<file path="config.mk">
export PLATFORM = sky130hd
export DESIGN_NAME = add_serial_sched
export DESIGN_NICKNAME = d
export VERILOG_FILES = /design/src/rtl/add_serial_sched.sv
export SDC_FILE = /design/constraint.sdc
export NUM_CORES = 1
export LEC_CHECK = 0
export CAP_MARGIN = 20
export CORE_UTILIZATION = 43
export CTS_CLUSTER_DIAMETER = 50
export CTS_CLUSTER_SIZE = 20
export DETAILED_ROUTE_END_ITERATION = 10
export HOLD_SLACK_MARGIN = 0.03
export PLACE_DENSITY = 0.86
export SETUP_SLACK_MARGIN = 0.15
export SYNTH_ARGS = -nofsm -noshare
export SYNTH_HDL_FRONTEND = slang
export SYNTH_SLANG_ARGS = --single-unit
</file>
<file path="constraint.sdc">
create_clock -name clk -period 4.25 [get_ports clk]
set_input_delay 1.0625 -clock clk [delete_from_list [all_inputs] [get_ports clk]]
set_output_delay 1.0625 -clock clk [all_outputs]
set_load 0.02 [all_outputs]
</file>
<file path="src/rtl/add_serial_sched.sv">
// Round-robin front end that time-shares one bit-serial adder among NREQ requesters.
// Operands are latched at grant; the sum returns with a one-cycle ack after a fixed latency.
module add_serial_sched #(
   parameter int NREQ    = 4,
   parameter int WIDTH   = 8,
   parameter int LATENCY = 10,
   parameter int IDW     = 2
) (
   input  logic                  clk,
   input  logic                  rst,
   input  logic [NREQ-1:0]       req,
   input  logic [NREQ*WIDTH-1:0] req_a,
   input  logic [NREQ*WIDTH-1:0] req_b,
   output logic [NREQ-1:0]       ack,
   output logic [WIDTH-1:0]      res_data,
   output logic [IDW-1:0]        res_id,
   output logic                  busy,
   output logic                  add_en,
   output logic [WIDTH-1:0]      add_a,
   output logic [WIDTH-1:0]      add_b,
   input  logic [WIDTH-1:0]      add_out
);

   localparam int CW = (LATENCY > 1) ? $clog2(LATENCY) : 1;

   localparam logic [1:0] S_IDLE  = 2'd0;
   localparam logic [1:0] S_ISSUE = 2'd1;
   localparam logic [1:0] S_WAIT  = 2'd2;
   localparam logic [1:0] S_RESP  = 2'd3;

   logic [1:0]       state_reg, state_next;
   logic [IDW-1:0]   gnt_reg, last_reg, res_id_reg;
   logic [CW-1:0]    cnt_reg;
   logic [WIDTH-1:0] add_a_reg, add_b_reg, res_data_reg;
   logic [WIDTH-1:0] op_a [NREQ];
   logic [WIDTH-1:0] op_b [NREQ];
   logic [IDW-1:0]   pick_id, scan_idx;
   logic             pick_valid;
   logic             cnt_done;

   generate
      for (genvar gi = 0; gi < NREQ; gi++) begin : g_req
         assign op_a[gi] = req_a[gi*WIDTH +: WIDTH];
         assign op_b[gi] = req_b[gi*WIDTH +: WIDTH];
         assign ack[gi]  = (state_reg == S_RESP) && (gnt_reg == IDW'(gi));
      end
   endgenerate

   // Scan downward so the closest set bit after last_reg is the final assignment.
   always_comb begin
      pick_valid = 1'b0;
      pick_id    = '0;
      scan_idx   = '0;
      for (int k = NREQ; k >= 1; k--) begin
         scan_idx = IDW'((int'(last_reg) + k) % NREQ);
         if (req[scan_idx]) begin
            pick_valid = 1'b1;
            pick_id    = scan_idx;
         end
      end
   end

   assign cnt_done = (cnt_reg == CW'(LATENCY - 1));

   always_comb begin
      state_next = state_reg;
      case (state_reg)
         S_IDLE:  if (pick_valid) state_next = S_ISSUE;
         S_ISSUE: state_next = S_WAIT;
         S_WAIT:  if (cnt_done) state_next = S_RESP;
         S_RESP:  state_next = S_IDLE;
         default: state_next = S_IDLE;
      endcase
   end

   always_ff @(posedge clk or negedge rst) begin
      if (!rst) begin
         state_reg    <= S_IDLE;
         gnt_reg      <= '0;
         last_reg     <= IDW'(NREQ - 1);
         cnt_reg      <= '0;
         add_a_reg    <= '0;
         add_b_reg    <= '0;
         res_data_reg <= '0;
         res_id_reg   <= '0;
      end else begin
         state_reg <= state_next;
         case (state_reg)
            S_IDLE: begin
               if (pick_valid) begin
                  gnt_reg   <= pick_id;
                  add_a_reg <= op_a[pick_id];
                  add_b_reg <= op_b[pick_id];
               end
            end
            S_ISSUE: cnt_reg <= '0;
            S_WAIT: begin
               if (cnt_done) begin
                  res_data_reg <= add_out;
                  res_id_reg   <= gnt_reg;
               end else begin
                  cnt_reg <= cnt_reg + CW'(1);
               end
            end
            S_RESP:  last_reg <= gnt_reg;
            default: ;
         endcase
      end
   end

   assign busy     = (state_reg != S_IDLE);
   assign add_en   = (state_reg == S_ISSUE);
   assign add_a    = add_a_reg;
   assign add_b    = add_b_reg;
   assign res_data = res_data_reg;
   assign res_id   = res_id_reg;

endmodule

</file>
### Word-level counts from Yosys, hierarchy flattened

Cells that the tools add are included.

| word-level totals | value |
|---|---|
| flip-flop bits (word level) | 36 |
| bits of input ports | 78 |
| output and inout port bits | 32 |
| word-level logic and storage cells | 68 |

| operators by class | value |
|---|---|
| $add $sub $neg | 5 |
| magnitude comparators | 5 |
| equality and inequality tests | 10 |
| mux-type cells | 27 |
| bitwise gates (word level) | 1 |
| reduce and logical (&&, ||, !) cells | 12 |

Operators with widths:

| kind | count |
|---|---|
| binary-select mux 8 bit (select 2 bit) | 2 |
| two-way mux 8 bit | 4 |
| < comparator 2 x 3 -> 1 bit (second input constant) | 4 |
| two-way mux 2 bit | 6 |
| binary-select mux 1 bit (select 2 bit) | 4 |
| equality test 2 bit (second input constant) | 4 |
| two-way mux 1 bit | 8 |
| one-hot mux 2 bit (4 select lines) | 1 |
| one-hot mux 4 bit (2 select lines) | 1 |
| AND reduction 2 bit | 4 |
| != test 2 bit (second input constant) | 3 |
| adder 2 x 1 -> 2 bit (second input constant) | 2 |
| adder 2 bit (second input constant) | 2 |
| adder 4 x 1 -> 4 bit (second input constant) | 1 |
| equality test 2 x 1 -> 1 bit (second input constant) | 2 |
| equality test 4 bit (second input constant) | 1 |
| logical AND 1 bit | 4 |
| logical NOT 2 bit | 2 |
| two-way mux 4 bit | 1 |
| nonzero test 2 bit | 2 |
| >= comparator 3 bit (second input constant) | 1 |
| inverter 2 -> 3 bit | 1 |

### Depth between registers and ports, before layout

| logic depth | value |
|---|---|
| depth after elaboration | 11 |
| depth in mapped cells | 7 |

### Worst setup path before layout

OpenSTA, ideal clock, no wires.

| timing | value |
|---|---|
| path kind | input-to-reg |
| from | in req[3] |
| to | reg add_a_reg[7], in the netlist add_a[7] |
| library setup time | 0.099 ns |
| data arrival time | 2.257 ns |
| setup slack | 1.893 ns |
| stages on the path | 6 |
| cell sequence | a21bo_2 > a21oi_2 > nor2_4 > buf_6 > mux2i_1 > a311oi_1 |

| between the ends | value |
|---|---|
| word-level cells in the longest chain between the ends | 10 |
| elaborated cells between the ends (all ways) | 21 |

RTL lines:

| what | RTL line | RTL |
|---|---|---|
| from (decl) | 11 | `input logic [NREQ-1:0] req,` |
| binary-select mux 1 bit (select 2 bit) | 56 | `if (req[scan_idx]) begin` |
| two-way mux 1 bit (implied by the code) | 56 |  |
| two-way mux 2 bit (4 in a row) | 56 |  |
| inverter 2 -> 3 bit (implied by the code) | 92 | `add_a_reg <= op_a[pick_id];` |
| binary-select mux 8 bit (select 2 bit) | 92 |  |
| two-way mux 8 bit (implied by the code) (2 in a row) | 92 |  |
| to (signal assigned) | 92 |  |
| to (decl) | 34 | `logic [WIDTH-1:0] add_a_reg, add_b_reg, res_data_reg;` |

Several ways; a longest one is shown, not always the timed one. The select of a mux whose other input is x is not followed.
A chain may end at the register's enable or synchronous reset.

### Final worst setup path

| timing | value |
|---|---|
| from | in req[1] |
| to | reg add_a_reg[1], in the netlist add_a[1] |

Same word-level chain as after synthesis.

==> impl_metrics.prom <==
# TYPE chip_impl_metric gauge
chip_impl_info{name="status",value="complete, no violations"} 1
chip_impl_metric{name="nets",unit=""} 401
chip_impl_metric{name="place.detailed.instances",unit=""} 377
chip_impl_metric{name="ios",unit=""} 110
chip_impl_metric{name="setup_viol_count_final",unit=""} 0
chip_impl_metric{name="timing_hold_violations_final",unit=""} 0
chip_impl_metric{name="core_region_area",unit="µm²"} 4723
chip_impl_metric{name="synth_adder_area_share",unit="%"} 3.540
chip_impl_metric{name="number_of_slew_limit_violations_in_the_final_report",unit=""} 0
chip_impl_metric{name="fin_ws",unit="ns"} 0.9630
chip_impl_metric{name="power.ir.vdd_worst",unit="mV"} 0.3339
chip_impl_metric{name="antenna_violation_net_count_after_detailed_routing",unit=""} 0
chip_impl_info{name="yosys_most_used_dff",value="sky130_fd_sc_hd__dfrtp_1"} 1
chip_impl_metric{name="post-route-period-util",unit="%"} 77.34
chip_impl_metric{name="avgViaCountPerCell",unit=""} 5.371
chip_impl_metric{name="drive_gt1_share",unit="%"} 11.01
chip_impl_metric{name="final-seq-area",unit="µm²"} 903.4
chip_impl_metric{name="largest_net_degree_at_the_start_of_global_routing",unit=""} 37
chip_impl_metric{name="clock_sinks",unit=""} 36
chip_impl_metric{name="hold_ws",unit="ns"} 0.4942
chip_impl_metric{name="grt_pass1_vias",unit=""} 2098
chip_impl_metric{name="netlist-cell-type-count",unit=""} 43
chip_impl_metric{name="starting_utilization_of_the_core_area",unit="%"} 44.90
chip_impl_metric{name="wirelength",unit="µm"} 6218
chip_impl_metric{name="core.rowCount",unit=""} 25
chip_impl_metric{name="dieArea",unit="µm²"} 5217
chip_impl_info{name="rsz0062_at_grt",value="no"} 1
chip_impl_metric{name="instances_no_fill",unit=""} 385
chip_impl_metric{name="antenna_cells_inserted",unit=""} 0
chip_impl_metric{name="syn_area_per_cell",unit="µm²"} 10.20
chip_impl_metric{name="cts_inserted_buffers",unit=""} 5
chip_impl_metric{name="cp_data_required_time",unit="ns"} 4.37
chip_impl_metric{name="synth_compound_area_share",unit="%"} 20.71
chip_impl_metric{name="grt_overflow_total",unit=""} 0
chip_impl_metric{name="timing.final.crit_period",unit="ns"} 3.287
chip_impl_metric{name="cp.arrival",unit="ns"} 3.41
chip_impl_metric{name="critical_path_peak_fanout",unit=""} 17
chip_impl_metric{name="place.port_buffers",unit=""} 109
chip_impl_metric{name="ctsLongestPathBuffers",unit=""} 2
chip_impl_metric{name="total_vias_in_the_final_route",unit=""} 2068
chip_impl_metric{name="gr-usage-all-layers",unit="%"} 24.58
chip_impl_metric{name="place_worst_setup_slack",unit="ns"} 0.6550
chip_impl_info{name="cts_tree",value="yes"} 1
chip_impl_metric{name="multi_input_area",unit="µm²"} 1141
chip_impl_metric{name="clkTransAtPathRegs",unit="ns"} 0.07
chip_impl_metric{name="drt_drc_violations_left",unit=""} 0
chip_impl_metric{name="worstMarginPinSlew",unit="ns"} 1.088
chip_impl_metric{name="fin_tns_setup",unit="ns"} 0
chip_impl_info{name="startpoint_type",value="primary input"} 1
chip_impl_metric{name="cts_max_level",unit=""} 2
chip_impl_metric{name="antenna_violations_before_repair",unit=""} 0
chip_impl_metric{name="holdBufCountCts",unit=""} 0
chip_impl_metric{name="postSynth.asyncResetShare",unit="%"} 100.0
chip_impl_metric{name="fillCellCount",unit=""} 368
chip_impl_metric{name="first_drt_iteration_drcs",unit=""} 106
chip_impl_metric{name="synth_cells",unit=""} 208
chip_impl_info{name="worst-setup-path-type",value="primary input to flop"} 1
chip_impl_metric{name="max-cap-violations",unit=""} 0
chip_impl_metric{name="post_cts_resize_count",unit=""} 0
chip_impl_info{name="largest_family_of_logic_cells_by_synthesized_area",value="compound AO/OA/AOI/OAI gates"} 1
chip_impl_metric{name="synthSimpleGateAreaFrac",unit="%"} 16.34
chip_impl_metric{name="power_density",unit="nW/µm²"} 589.9
chip_impl_metric{name="synthToLayoutAreaGrowth",unit="%"} 57.93
chip_impl_info{name="setup.worst_path.end_class",value="flop"} 1
chip_impl_metric{name="power.static_leakage",unit="nW"} 1.325
chip_impl_metric{name="post_cts_buffers",unit=""} 0
chip_impl_metric{name="fp.dieH",unit="µm"} 72.23
chip_impl_metric{name="post_synth_instance_area",unit="µm²"} 2121
chip_impl_metric{name="dp.final_hpwl",unit="µm"} 4712
chip_impl_metric{name="yosysWarnings",unit=""} 0
chip_impl_metric{name="final_standard_cell_utilization_of_the_core",unit="%"} 70.91
chip_impl_metric{name="finalWeightedCongestion",unit=""} 0.7535
chip_impl_metric{name="synth-edff-count",unit=""} 0
chip_impl_metric{name="clk_latency",unit="ns"} 0.29
chip_impl_metric{name="max_freq",unit="GHz"} 0.3042
chip_impl_metric{name="muxShareOfSynthArea",unit="%"} 12.80
chip_impl_metric{name="detail_route.wl_per_cell",unit="µm"} 16.15
chip_impl_metric{name="share_of_the_synthesized_netlist_area_taken_by_xor_and_xnor_gates",unit="%"} 0.4130
chip_impl_metric{name="die-width",unit="µm"} 72.23
chip_impl_metric{name="drt_first_pass_iters",unit=""} 4
chip_impl_metric{name="yosysSeqAreaShare",unit="%"} 42.60
chip_impl_metric{name="synth.ff_latch_count",unit=""} 36
chip_impl_metric{name="maxSlewHeadroom",unit="%"} 27.48
chip_impl_metric{name="mappedNetlistNets",unit=""} 292
chip_impl_info{name="min-delay-path-class",value="flop to flop"} 1
chip_impl_metric{name="post_route_clock_skew",unit="ns"} 0.002538
chip_impl_metric{name="grt_first_pass_wirelength",unit="µm"} 9791
chip_impl_info{name="clock_tree.root_cell",value="sky130_fd_sc_hd__clkbuf_8"} 1
-- final timing paths --
kind,from,endpoint,slack (ns),cells past startpoint
max,req[1],add_a[1],0.96,6
min,res_id[1],res_id[1],0.49,2
max reg2reg,last_reg[0],add_a[6],1.81,5
min reg2reg,res_id[1],res_id[1],0.49,2
max in group asynchronous,rst,add_b[3],2.87,1
min in group asynchronous,rst,add_b[4],0.86,1
-- where the power goes --
part | leakage, nW | internal, mW | total (mW) | switching (mW)
Sequential | 0.419 | 0.496 | 0.599 | 0.103
Clock | 0.0445 | 0.132 | 0.258 | 0.126
Combinational | 0.862 | 0.518 | 1.12 | 0.602
-- worst max-delay path: stages --
cell                              delay, ns
sky130_fd_sc_hd__clkdlybuf4s50_1       0.53
sky130_fd_sc_hd__o21ai_1               0.21
sky130_fd_sc_hd__a21oi_1               0.33
sky130_fd_sc_hd__nor3_4                0.86
sky130_fd_sc_hd__mux2i_1               0.31
sky130_fd_sc_hd__a211oi_2              0.10
-- logic make-up (layout without fill, tap and decap cells) --
family / Yosys count / count (layout)
AND/OR/NAND/NOR: 66 / 66
AO/OA/AOI/OAI: 57 / 57
flip-flops: 36 / 36
multiplexers: 26 / 26
buffers and inverters: 16 / 126
adder cells (fa/ha/maj): 6 / 6
XOR/XNOR: 1 / 1
-- layout by cell type (no fill, tap or decap), types with 8 or more instances in the layout --
cell type | synthesis | layout
sky130_fd_sc_hd__nor2_1 | 21 | 21
sky130_fd_sc_hd__clkdlybuf4s50_1 | 0 | 108
sky130_fd_sc_hd__dfrtp_1 | 34 | 34
sky130_fd_sc_hd__mux2i_1 | 17 | 17
sky130_fd_sc_hd__nor3_1 | 9 | 9
sky130_fd_sc_hd__nand2_1 | 15 | 15
sky130_fd_sc_hd__o21ai_0 | 8 | 8
sky130_fd_sc_hd__mux2_2 | 9 | 9
sky130_fd_sc_hd__a211oi_1 | 24 | 24
-- through the flow --
stage	power [mW]	instance area (µm²)
after floorplan	1.280	2121
after global placement	1.684	3256
after detailed placement	1.727	3256
after CTS	1.987	3349
after global routing	2.111	3349
final	1.976	3349
-- cells in the mapped netlist, types with 2 or more instances --
master / instances / area share, %
sky130_fd_sc_hd__inv_1: 6 / 1.1
sky130_fd_sc_hd__nand2_1: 15 / 2.7
sky130_fd_sc_hd__a211oi_1: 24 / 8.5
sky130_fd_sc_hd__o21ai_0: 8 / 1.9
sky130_fd_sc_hd__a311oi_1: 7 / 2.9
sky130_fd_sc_hd__mux2i_1: 17 / 8.0
sky130_fd_sc_hd__clkbuf_1: 5 / 0.89
sky130_fd_sc_hd__mux2_2: 9 / 4.8
sky130_fd_sc_hd__nor4_2: 2 / 1.2
sky130_fd_sc_hd__ha_1: 6 / 3.5
sky130_fd_sc_hd__nand2b_1: 4 / 1.2
sky130_fd_sc_hd__nor2_1: 21 / 3.7
sky130_fd_sc_hd__buf_6: 2 / 1.1
sky130_fd_sc_hd__nand3_1: 4 / 0.94
sky130_fd_sc_hd__dfrtp_1: 34 / 40
sky130_fd_sc_hd__nor3_1: 9 / 2.1
sky130_fd_sc_hd__o21a_1: 7 / 2.5
sky130_fd_sc_hd__dfstp_2: 2 / 2.5
sky130_fd_sc_hd__a21oi_1: 2 / 0.47
-- area by class of cell --
| class | instances | area share (%) |
|---|---|---|
| Timing Repair Buffer | 111 | 32.87 |
| Multi-Input combinational cell | 156 | 34.07 |
| Inverter | 7 | 0.7845 |
| Tap cell | 67 | 2.503 |
| Sequential cell | 36 | 26.97 |
| Clock buffer | 7 | 2.578 |
| Clock inverter | 1 | 0.2241 |
-- layer usage --
metal | up-vias | share of wire [%] | routed length [µm] | GRT usage (%)
met5 | - | 0 | 0 | 0
met4 | 0 | 1.9 | 121 | 9.368
met3 | 13 | 6.3 | 393 | 4.583
met2 | 86 | 51 | 3143 | 41.54
met1 | 979 | 41 | 2560 | 31.25
li1 | 990 | - | - | -
(Power assumes the default switching activity.)
